**config.mk**
```make
export PLATFORM = sky130hd
export DESIGN_NAME = wishbone_spi_slave_regs
export DESIGN_NICKNAME = d
export VERILOG_FILES = /design/src/rtl/wishbone_spi_slave_regs.sv
export SDC_FILE = /design/constraint.sdc
export NUM_CORES = 1
export LEC_CHECK = 0
export ABC_CLOCK_PERIOD_IN_PS = 8500
export CAP_MARGIN = 0
export CORE_MARGIN = 3
export CORE_UTILIZATION = 45
export DETAILED_ROUTE_END_ITERATION = 10
export HOLD_SLACK_MARGIN = 0.08
export PLACE_DENSITY = 0.86
export SLEW_MARGIN = 30
export SYNTH_ARGS = -nofsm -noshare
export SYNTH_HDL_FRONTEND = slang
export SYNTH_SLANG_ARGS = --single-unit
```
**constraint.sdc**
```tcl
create_clock -name clk_in -period 8.5 [get_ports clk_in]
set_input_delay 0.85 -clock clk_in [delete_from_list [all_inputs] [get_ports clk_in]]
set_output_delay 0.85 -clock clk_in [all_outputs]
set_load 0.1 [all_outputs]
```
**src/rtl/wishbone_spi_slave_regs.sv**
```systemverilog
// Wishbone classic register slave for the SPI core: TX/RX, CTRL, DIVIDER, SS.
// Generates the shift-engine start pulse and the end-of-transfer interrupt.
module wishbone_spi_slave_regs #(
    parameter int unsigned DIV_W = 16,
    parameter int unsigned SS_W  = 8
) (
    input  logic               clk_in,
    input  logic               rst_in,
    input  logic [4:0]         adr_in,
    input  logic [31:0]        dat_in,
    input  logic [3:0]         sel_in,
    input  logic               we_in,
    input  logic               cyc_in,
    input  logic               stb_in,
    output logic [31:0]        dat_o,
    output logic               ack_o,
    output logic               err_o,
    output logic               int_o,
    output logic               go_o,
    output logic [13:0]        ctrl_o,
    output logic [DIV_W-1:0]   divider_o,
    output logic [SS_W-1:0]    ss_o,
    output logic [127:0]       tx_o,
    input  logic [127:0]       rx_in,
    input  logic               done_in
);

    localparam int unsigned CTRL_W   = 14;
    localparam int unsigned GO_BIT   = 8;
    localparam int unsigned IE_BIT   = 12;
    localparam int unsigned ASS_BIT  = 13;
    localparam logic [2:0]  A_CTRL   = 3'd4;
    localparam logic [2:0]  A_DIV    = 3'd5;
    localparam logic [2:0]  A_SS     = 3'd6;
    localparam logic [2:0]  A_BAD    = 3'd7;
    // Byte-lane writable CTRL bits; bit 7 is reserved, GO_BSY is set-only.
    localparam logic [CTRL_W-1:0] CTRL_WMASK = 14'h3E7F;

    logic [31:0]            dat_q, dat_d;
    logic                   ack_q, ack_d;
    logic                   err_q, err_d;
    logic                   int_q, int_d;
    logic                   go_q, go_d;
    logic                   go_arm_q, go_arm_d;
    logic [CTRL_W-1:0]      ctrl_q, ctrl_d;
    logic [DIV_W-1:0]       div_q, div_d;
    logic [SS_W-1:0]        ss_q, ss_d;
    logic [3:0][31:0]       tx_q, tx_d;

    logic                   req_c;
    logic                   adr_bad_c;
    logic                   term_c;
    logic                   wr_c;
    logic                   rd_c;
    logic                   busy_c;
    logic [31:0]            wmask_c;
    logic [3:0][31:0]       rx_arr_c;

    // Bus decode, register write/read, GO and interrupt handling.
    always_comb begin
        req_c     = cyc_in & stb_in;
        adr_bad_c = (adr_in[4:2] == A_BAD) | (adr_in[1:0] != 2'b00);
        term_c    = req_c & ~ack_q & ~err_q;
        ack_d     = term_c & ~adr_bad_c;
        err_d     = term_c & adr_bad_c;
        wr_c      = ack_d & we_in;
        rd_c      = ack_d & ~we_in;
        busy_c    = ctrl_q[GO_BIT];
        wmask_c   = {{8{sel_in[3]}}, {8{sel_in[2]}}, {8{sel_in[1]}}, {8{sel_in[0]}}};
        rx_arr_c  = rx_in;

        dat_d     = 32'h0;
        int_d     = int_q;
        go_arm_d  = 1'b0;
        go_d      = go_arm_q;
        ctrl_d    = ctrl_q;
        div_d     = div_q;
        ss_d      = ss_q;
        tx_d      = tx_q;

        if (wr_c) begin
            case (adr_in[4:2])
                3'd0, 3'd1, 3'd2, 3'd3: begin
                    if (!busy_c) begin
                        tx_d[adr_in[3:2]] = (tx_q[adr_in[3:2]] & ~wmask_c) | (dat_in & wmask_c);
                    end
                end
                A_CTRL: begin
                    if (!busy_c) begin
                        ctrl_d = (ctrl_q & ~(wmask_c[CTRL_W-1:0] & CTRL_WMASK))
                               | (dat_in[CTRL_W-1:0] & wmask_c[CTRL_W-1:0] & CTRL_WMASK);
                        if (sel_in[1] && dat_in[GO_BIT]) begin
                            ctrl_d[GO_BIT] = 1'b1;
                            go_arm_d       = 1'b1;
                        end
                    end
                end
                A_DIV: begin
                    if (!busy_c) begin
                        div_d = (div_q & ~wmask_c[DIV_W-1:0]) | (dat_in[DIV_W-1:0] & wmask_c[DIV_W-1:0]);
                    end
                end
                A_SS: begin
                    ss_d = (ss_q & ~wmask_c[SS_W-1:0]) | (dat_in[SS_W-1:0] & wmask_c[SS_W-1:0]);
                end
                default: ;
            endcase
        end

        if (rd_c) begin
            case (adr_in[4:2])
                3'd0, 3'd1, 3'd2, 3'd3: dat_d = rx_arr_c[adr_in[3:2]];
                A_CTRL:                 dat_d = 32'(ctrl_q);
                A_DIV:                  dat_d = 32'(div_q);
                A_SS:                   dat_d = 32'(ss_q);
                default:                dat_d = 32'h0;
            endcase
        end

        // Completion only counts while busy; a same-cycle discarded write stays discarded.
        if (done_in && busy_c) begin
            ctrl_d[GO_BIT] = 1'b0;
        end

        // Any acked access clears the interrupt; a new completion wins.
        if (ack_d) begin
            int_d = 1'b0;
        end
        if (done_in && busy_c && ctrl_q[IE_BIT]) begin
            int_d = 1'b1;
        end
    end

    // State registers.
    always_ff @(posedge clk_in or posedge rst_in) begin
        if (rst_in) begin
            dat_q    <= 32'h0;
            ack_q    <= 1'b0;
            err_q    <= 1'b0;
            int_q    <= 1'b0;
            go_q     <= 1'b0;
            go_arm_q <= 1'b0;
            ctrl_q   <= '0;
            div_q    <= '1;
            ss_q     <= '0;
            tx_q     <= '0;
        end else begin
            dat_q    <= dat_d;
            ack_q    <= ack_d;
            err_q    <= err_d;
            int_q    <= int_d;
            go_q     <= go_d;
            go_arm_q <= go_arm_d;
            ctrl_q   <= ctrl_d;
            div_q    <= div_d;
            ss_q     <= ss_d;
            tx_q     <= tx_d;
        end
    end

    // Output mapping; automatic slave select only drives lines during a transfer.
    always_comb begin
        dat_o     = dat_q;
        ack_o     = ack_q;
        err_o     = err_q;
        int_o     = int_q;
        go_o      = go_q;
        ctrl_o    = ctrl_q;
        divider_o = div_q;
        tx_o      = tx_q;
        ss_o      = ctrl_q[ASS_BIT] ? (ss_q & {SS_W{ctrl_q[GO_BIT]}}) : ss_q;
    end

endmodule

```
==> results.sh, run 1 <==
export IMPL_status="complete, no violations"
export IMPL_synth_warnings=0
export IMPL_antenna_found_initial=7
export IMPL_worstSetupEndpointType="output pin"
export IMPL_grt_max_degree=123
export IMPL_die_area_sq_mm=0.02450
export IMPL_root_buffer="clkbuf_16"
export IMPL_critical_path_class="reg2out"
export IMPL_synth_compound_area_share_pct=17.28
export IMPL_grt_usage_pct=30.25
export IMPL_worstPathArrival_ns=2.84
export IMPL_rows=54
export IMPL_max_slew_margin_pct=30.32
export IMPL_grt_pass1_wl_mm=58.24
export IMPL_leakagePower_nw=6.108
export IMPL_hold_path_class="reg2reg"
export IMPL_grt_overflow=0
export IMPL_power_density_mw_per_mm2=220.2
export IMPL_setup_ws_ns=4.815
export IMPL_synth_mux_area_share_pct=20.21
export IMPL_cts_hold_buf=0
export IMPL_portBuffers=375
export IMPL_mappedNetlistNets=1000
export IMPL_die_x_microns=156.5
export IMPL_p_total_mw=3.224
export IMPL_placed_area_sq_mm=0.01393
export IMPL_cts_htree_levels=1
export IMPL_async_reset_ff_share_pct=100.0
export IMPL_via_per_inst=6.479
export IMPL_rsz0062_at_grt="no"
export IMPL_drive_gt1_share_pct=19.47
export IMPL_max_clock_path_buffers=3
export IMPL_yosysSeqAreaShare_pct=49.78
export IMPL_synthFlopType="dfrtp_1"
export IMPL_numCtsBuffers=22
export IMPL_setup_tns_ns=0
export IMPL_start_util_pct=46.28
export IMPL_hold_viol_final=0
export IMPL_synth_cells=825
export IMPL_synth_xor_area_share_pct=0
export IMPL_finalInstanceArea_sq_mm=0.01464
export IMPL_syn_area_sq_mm=0.01019
export IMPL_wl_per_cell_microns=25.98
export IMPL_place_inst=1406
export IMPL_tightest_slew_ns=1.042
export IMPL_dieHeight_microns=156.5
export IMPL_ir_worst_vdd_mv=0.1012
export IMPL_place_gp_congestion=0.9044
export IMPL_ys_ff_latch=202
export IMPL_clk_latency_ns=0.50
export IMPL_clock_fmax_ghz=0.2713
export IMPL_core_sq_mm=0.02203
export IMPL_grt_pass1_vias=9996
export IMPL_cts_resized=0
export IMPL_ant_nets=0
export IMPL_fin_nets=1325
export IMPL_cts_setup_buffers=0
export IMPL_syn_to_final_growth_pct=43.64
export IMPL_synth_top_family_by_area="multiplexers"
export IMPL_vias=9427
export IMPL_drt_total_wl_mm=37.80
export IMPL_final_max_slew_viol_count=0
export IMPL_clock_sinks=202
export IMPL_synthSimpleGateAreaFrac_pct=7.990
export IMPL_cp_max_fo=8
export IMPL_synth_edf_count=0
export IMPL_syn_mean_instance_area_sq_um=12.36
export IMPL_place_ws_ns=4.722
export IMPL_io_pins=377
export IMPL_ys_types=45
export IMPL_final_setup_viol_count=0
export IMPL_seqCellArea_sq_mm=0.005075
export IMPL_drt_iter0_drc=792
export IMPL_fin_crit_sh_pct=43.36
export IMPL_period_minus_slack_ns=3.685
export IMPL_final_cells=1455
export IMPL_required_ns=7.65
export IMPL_synth_adder_area_share_pct=0
export IMPL_maxCapViolCount=0
export IMPL_path_clk_slew_ns=0.06
export IMPL_dpl_hpwl_mm=26.00
export IMPL_start_kind="register"
export IMPL_nFillCells=1585
export IMPL_fin_skew_ns=0.009848
export IMPL_drc=0
export IMPL_tritoncts="built"
export IMPL_drt_pass1_iterations=6
export IMPL_multi_input_area_sq_mm=0.004662
-- routing by layer --
layer,GRT usage [%],wire length (microns)
met2,50.67,19070
met5,0,0
met3,7.522,3976
met1,38.13,13430
met4,11.55,1325
-- kinds of logic after synthesis --
family                 count (synthesis)
other                                  1
flip-flops                           202
buffers and inverters                 93
AND/OR/NAND/NOR                      132
AO/OA/AOI/OAI                        271
multiplexers                         126
-- stage by stage --
step | utilization, % | hold slack [ns]
final | 66.48 | 0.3822
after global routing | 66.47 | 0.3915
after CTS | 66.52 | 0.3773
after detailed placement | 63.24 | 0.3491
after global placement | 63.39 | 0.3364
after floorplan | - | 0.3312
-- cell usage after synthesis, types with 16 or more instances --
master	instances	area, sq um
nor2_1	17	63.81
nand2_1	28	105.1
mux2_2	69	777.0
a21oi_1	19	95.09
dfstp_2	16	420.4
mux4_2	57	1284
dfrtp_1	186	4654
a31oi_1	216	1351
nand2b_1	28	175.2
clkbuf_1	21	78.83
and3_1	20	125.1
buf_2	48	240.2
-- worst max-delay path: stages, from the launching register on --
cell	delay, ns
dfrtp_1	0.53
inv_1	0.15
nand2_1	0.29
and2_1	0.23
clkdlybuf4s50_1	1.15
-- cells in the final DEF, fill, tap and decap left out, drive strengths merged --
cell / n
and3b: 1
o2111ai: 1
mux2: 69
conb: 1
bufinv: 1
diode: 9
nand4: 7
nor3: 2
nor4: 2
nand3b: 1
nor2: 17
o2bb2ai: 4
nor2b: 4
a31oi: 216
o21ai: 1
inv: 6
buf: 29
dfstp: 16
nand3: 4
a221oi: 5
dfrtp: 186
clkbuf: 35
and4b: 1
nor4b: 3
clkinv: 4
and4bb: 1
o22ai: 1
and3: 20
a211oi: 8
nand2b: 28
mux4: 57
a311oi: 1
a21oi: 19
nand2: 28
clkdlybuf4s50: 359
nor3b: 1
and2: 12
a22oi: 15
-- power by group --
part           switching (mW)  total [mW]  internal (mW)
combinational           0.820        1.14          0.322
sequential             0.0792        1.12           1.04
clock                   0.387       0.959          0.572
total                    1.29        3.22           1.94
-- worst paths after layout --
path	from	to	slack [ns]	cells past startpoint
max in group asynchronous	rst_in	go_o	6.33	3
worst min-delay path	go_arm_q	go_o	0.38	0
worst min register to register	go_arm_q	go_o	0.38	0
worst max register to register	ctrl_o[8]	tx_o[41]	5.73	5
min in group asynchronous	rst_in	tx_o[112]	0.91	2
worst max-delay path	ctrl_o[8]	ss_o[0]	4.81	4
-- layout make-up --
cell class,instances,area share [%]
antenna,9,0.1538
multi-input combinational,530,31.84
inverter,6,0.2051
tap,280,2.392
clock inverter,5,0.3674
clock buffer,35,4.580
timing repair buffer,388,25.81
sequential,202,34.65
Note: power is estimated with default switching activity, not from simulation.
==> run 2, diff against run 1 <==
Settings changed: ABC_CLOCK_PERIOD_IN_PS 8500 to 3000, CORE_UTILIZATION 45 to 41, PLACE_DENSITY 0.86 to 0.83.
Clock period 8.5 ns to 3 ns, I/O delays scaled along.
==> results.sh, run 2 (synthesis results as in run 1) <==
export IMPL_status="complete, no violations"
export IMPL_drive_gt1_share_pct=36.17
export IMPL_final_cell_mix="buf_4 (226), a31oi_1 (216), dfrtp_1 (186)"
export IMPL_r2r_start="ctrl_o[8]"
export IMPL_crit_family="buffers and inverters"
export IMPL_path_clk_slew_ns=0.06
export IMPL_start_kind="register"
export IMPL_ant_nets=0
export IMPL_fin_skew_ns=0.01670
export IMPL_maxCapViolCount=0
export IMPL_cp_cell_sequence="clkdlybuf4s50_1"
export IMPL_place_inst=1469
export IMPL_period_minus_slack_ns=2.277
export IMPL_required_ns=2.70
export IMPL_nFillCells=1981
export IMPL_via_per_inst=6.150
export IMPL_portBuffers=375
export IMPL_power_density_mw_per_mm2=629.4
export IMPL_cts_htree_levels=1
export IMPL_drt_iter0_drc=1088
export IMPL_leakagePower_nw=6.565
export IMPL_rows=57
export IMPL_crit_buf_inv=1
export IMPL_die_area_sq_mm=0.02679
export IMPL_numCtsBuffers=22
export IMPL_final_max_slew_viol_count=0
export IMPL_grt_usage_pct=27.50
export IMPL_cpMaxStageDelayCell="clkdlybuf4s50_1"
export IMPL_io_pins=377
export IMPL_cp_max_fo=1
export IMPL_wl_per_cell_microns=24.84
export IMPL_root_buffer="clkbuf_16"
export IMPL_tightest_slew_ns=0.9774
export IMPL_drc=0
export IMPL_critical_path_class="reg2out"
export IMPL_grt_pass1_wl_mm=57.26
export IMPL_die_x_microns=163.7
export IMPL_fin_crit_sh_pct=75.91
export IMPL_max_clock_path_buffers=3
export IMPL_final_common_cell="buf_4"
export IMPL_dieHeight_microns=163.7
export IMPL_rsz0062_at_grt="no"
export IMPL_hold_viol_final=0
export IMPL_clock_fmax_ghz=0.4391
export IMPL_fin_nets=1345
export IMPL_start_util_pct=41.80
export IMPL_dpl_hpwl_mm=26.78
export IMPL_clock_sinks=202
export IMPL_reg2reg_slack_ns=1.00
export IMPL_grt_overflow=0
export IMPL_final_setup_viol_count=0
export IMPL_final_cells=1516
export IMPL_hold_path_class="reg2reg"
export IMPL_holdPathEnd="go_o"
export IMPL_grt_pass1_vias=9574
export IMPL_setup_tns_ns=0
export IMPL_drt_pass1_iterations=5
export IMPL_antenna_found_initial=5
export IMPL_reg2reg_depth=4
export IMPL_cts_setup_buffers=0
export IMPL_cpPeakStageDelay_ns=1.13
export IMPL_ir_worst_vdd_mv=0.4941
export IMPL_vias=9324
export IMPL_worstSetupEndpointType="output pin"
export IMPL_hold_depth=0
export IMPL_hold_start="go_arm_q"
export IMPL_syn_to_final_growth_pct=42.05
export IMPL_tritoncts="built"
export IMPL_place_gp_congestion=0.9170
export IMPL_max_slew_margin_pct=34.64
export IMPL_worstPathArrival_ns=1.98
export IMPL_r2r_end="tx_o[47]"
export IMPL_core_sq_mm=0.02439
export IMPL_clk_latency_ns=0.50
export IMPL_drt_total_wl_mm=37.66
export IMPL_grt_max_degree=105
export IMPL_cts_resized=0
==> run 2: changes by cell type in the layout (fill, tap and decap cells not counted), moves of 2 or more <==
cell             previous run  this run
buf_2                      14         0
clkbuf_8                    5         7
buf_4                      14       226
clkdlybuf4s50_1           359       177
clkbuf_1                    7         5
diode_2                     9         6
buf_12                      0         4
==> run 2: timing repair <==
action / in CTS / in global routing
hold buffers: 1 / 0
setup endpoints to repair: 0 / 0
endpoints found under the hold margin: 4 / 0
==> run 2: routing by layer <==
metal | GRT usage, % | up-vias | share of wire, % | routed length, microns
li1 | - | 3960 | - | -
met1 | 34.48 | 4695 | 37 | 13750
met2 | 46.42 | 599 | 50 | 18860
met3 | 7.456 | 70 | 11 | 3972
met4 | 8.766 | 0 | 2.9 | 1084
met5 | 0 | - | 0 | 0
==> run 2: how the worst max path moves through the flow <==
| stage | from | end | slack (ns) | cells past startpoint |
|---|---|---|---|---|
| after floorplan | rst_in | asynchronous set/reset pin | 0.1 | 1 |
| after CTS | go_o | go_o | 0.71 | 1 |
| after global placement | adr_in[4] | dat_o[7] | 0.58 | 4 |
| after detailed placement | adr_in[4] | dat_o[15] | 0.53 | 5 |
| after global routing | dat_o[18] | dat_o[18] | 0.68 | 1 |
| final | dat_o[26] | dat_o[26] | 0.72 | 1 |
==> run 2: per-stage QoR <==
| step | setup slack, ns | hold WS (ns) | area, sq um | total power [mW] | util (%) |
|---|---|---|---|---|---|
| 2_1_floorplan | 0.09676 | 0.3312 | 10200 | 5.494 | - |
| 3_5_place_dp | 0.5333 | 0.3568 | 13720 | 6.390 | 56.23 |
| 4_1_cts | 0.7051 | 0.3700 | 14470 | 9.137 | 59.31 |
| 6_report | 0.7228 | 0.3639 | 14480 | 9.114 | 59.37 |
| 3_3_place_gp | 0.5758 | 0.3356 | 13720 | 6.350 | 56.23 |
| 5_1_grt | 0.6803 | 0.3705 | 14480 | 9.403 | 59.36 |
==> run 2: final cells by class <==
cell class	count	area, sq um	area share, %
antenna	6	15.01	0.1037
multi-input combinational	530	4661	32.18
timing repair buffer	408	3558	24.57
tap	324	405.4	2.799
clock buffer	35	690.7	4.769
sequential	202	5075	35.04
clock inverter	5	50.05	0.3456
inverter	6	26.28	0.1814
==> run 2: power by group <==
group	internal (mW)	leakage (nW)	switching [mW]
combinational	0.856	3.50	2.32
sequential	2.96	2.69	0.214
clock	1.66	0.369	1.10
==> run 3, diff against run 2 <==
Settings changed: ABC_CLOCK_PERIOD_IN_PS 3000 to 1900.
Clock period 3 ns to 1.9 ns, I/O delays scaled along.
==> results.sh, run 3 (synthesis results as in run 1) <==
export IMPL_status="complete, no violations"
export IMPL_syn_to_final_growth_pct=50.17
export IMPL_drt_iter0_drc=1125
export IMPL_seqCellArea_sq_mm=0.005076
export IMPL_seqPwrFrac_pct=34.3
export IMPL_final_common_cell="buf_4"
export IMPL_drt_pass1_iterations=6
export IMPL_grt_pass1_vias=9969
export IMPL_leakagePower_nw=6.959
export IMPL_path_clk_slew_ns=0.06
export IMPL_root_buffer="clkbuf_16"
export IMPL_ant_nets=0
export IMPL_wl_per_cell_microns=24.56
export IMPL_dpl_hpwl_mm=28.30
export IMPL_crit_buf_inv=3
export IMPL_worstSetupEndpointType="output pin"
export IMPL_final_setup_viol_count=0
export IMPL_hold_viol_final=0
export IMPL_cts_htree_levels=1
export IMPL_core_sq_mm=0.02439
export IMPL_rows=57
export IMPL_tritoncts="built"
export IMPL_cp_max_fo=8
export IMPL_io_pins=377
export IMPL_clkPwrFrac_pct=30.4
export IMPL_period_minus_slack_ns=1.850
export IMPL_tightest_slew_ns=0.5619
export IMPL_drive_gt1_share_pct=40.50
export IMPL_grt_usage_pct=28.08
export IMPL_maxCapViolCount=0
export IMPL_antenna_found_initial=2
export IMPL_required_ns=1.71
export IMPL_max_clock_path_buffers=3
export IMPL_drc=0
export IMPL_place_ws_ns=-0.1596
export IMPL_start_kind="register"
export IMPL_numCtsBuffers=23
export IMPL_utilization_pct=62.77
export IMPL_worstPathArrival_ns=1.66
export IMPL_clock_sinks=202
export IMPL_p_int_mw=8.793
export IMPL_place_gp_congestion=0.9291
export IMPL_via_per_inst=6.097
export IMPL_final_max_slew_viol_count=0
export IMPL_power_density_mw_per_mm2=958.2
export IMPL_cpPeakStageDelay_ns=0.40
export IMPL_fin_hold_ws_ns=0.1990
export IMPL_critical_path_class="reg2out"
export IMPL_grt_max_degree=89
export IMPL_ir_worst_vdd_mv=0.7462
export IMPL_start_util_pct=41.80
export IMPL_final_cell_mix="buf_4 (247), a31oi_1 (216), dfrtp_1 (185)"
export IMPL_combPwrFrac_pct=35.3
export IMPL_max_slew_margin_pct=62.40
export IMPL_fin_skew_ns=0.01271
export IMPL_dieHeight_microns=163.7
export IMPL_drt_total_wl_mm=38.38
export IMPL_die_area_sq_mm=0.02679
export IMPL_clock_fmax_ghz=0.5404
export IMPL_cpMaxStageDelayCell="dfrtp_2"
export IMPL_fin_crit_sh_pct=97.39
export IMPL_grt_overflow=0
export IMPL_clk_latency_ns=0.50
export IMPL_crit_family="buffers and inverters"
export IMPL_nFillCells=1849
export IMPL_switching_share_pct=40.06
export IMPL_setup_ws_ns=0.04963
export IMPL_cp_cell_sequence="buf_4 > inv_2 > nand2_4 > and2_2 > buf_12"
export IMPL_rsz0062_at_grt="yes"
export IMPL_hold_path_class="in2async"
export IMPL_die_x_microns=163.7
export IMPL_vias=9530
export IMPL_multi_input_area_sq_mm=0.004681
export IMPL_grt_pass1_wl_mm=58.53
export IMPL_portBuffers=375
export IMPL_fin_nets=1396
export IMPL_power_switching_mw=5.876
==> run 3: through the flow <==
stage / std cells / cell area, sq um / power, mW / TNS [ns]
after floorplan: 825 / 10210 / 8.677 / -191.66
after global placement: 1519 / 14530 / 10.18 / -10.05
after detailed placement: 1519 / 14530 / 10.26 / -9.698
after CTS: 1561 / 15300 / 14.73 / 0
after global routing: 1563 / 15310 / 15.15 / -0.002311
final: 1563 / 15310 / 14.67 / 0
==> run 3: path summary, 6_finish.rpt <==
kind                           start  slack (ns)        end  cells past startpoint
max in group asynchronous     rst_in        1.23   tx_o[80]                      3
max                        ctrl_o[8]        0.05    ss_o[3]                      5
min                           rst_in        0.20   tx_o[50]                      3
max reg2reg                    err_o        0.12  tx_o[112]                      6
min reg2reg                 go_arm_q        0.36       go_o                      0
min in group clk_in          done_in        0.33  ctrl_o[8]                      2
==> run 3: area by class of cell <==
cell class,count,share of cell area (%)
clock inverters,13,0.8173
flip-flops and latches,202,33.16
diodes,2,0.03269
clock buffers,28,4.144
inverters,6,0.1716
well taps,324,2.648
multi-input cells,530,30.57
repair buffers,458,28.46
==> run 3: worst reg2reg max path: cells and delay by family, from the launching register on <==
family	cells	cell delay, ns
buf+inv	3	0.61
flops	1	0.40
simple gates	1	0.38
compound gates	2	0.29
==> run 3: power groups by stage <==
stage          clock (mW)  sequential [mW]  combinational, mW
6_report             4.47             5.03               5.18
4_1_cts              4.53             5.01               5.18
3_5_place_dp            0             5.08               5.17
2_1_floorplan           0             7.53               1.15
3_3_place_gp            0             5.07               5.11
5_1_grt              4.72             5.06               5.36
==> run 3: per-layer routing <==
metal	GRT usage, %	up-vias	part of all wire (%)
met3	7.659	97	11
met2	47.30	644	49
li1	-	4060	-
met1	34.31	4729	36
met5	0	-	0
met4	11.11	0	4.0
==> run 3: what timing repair did <==
action / CTS / global route
hold buffers: 0 / 0
setup buffers: 1 / 0
endpoints found under the setup margin: 8 / 1
gates resized for setup: 5 / 1
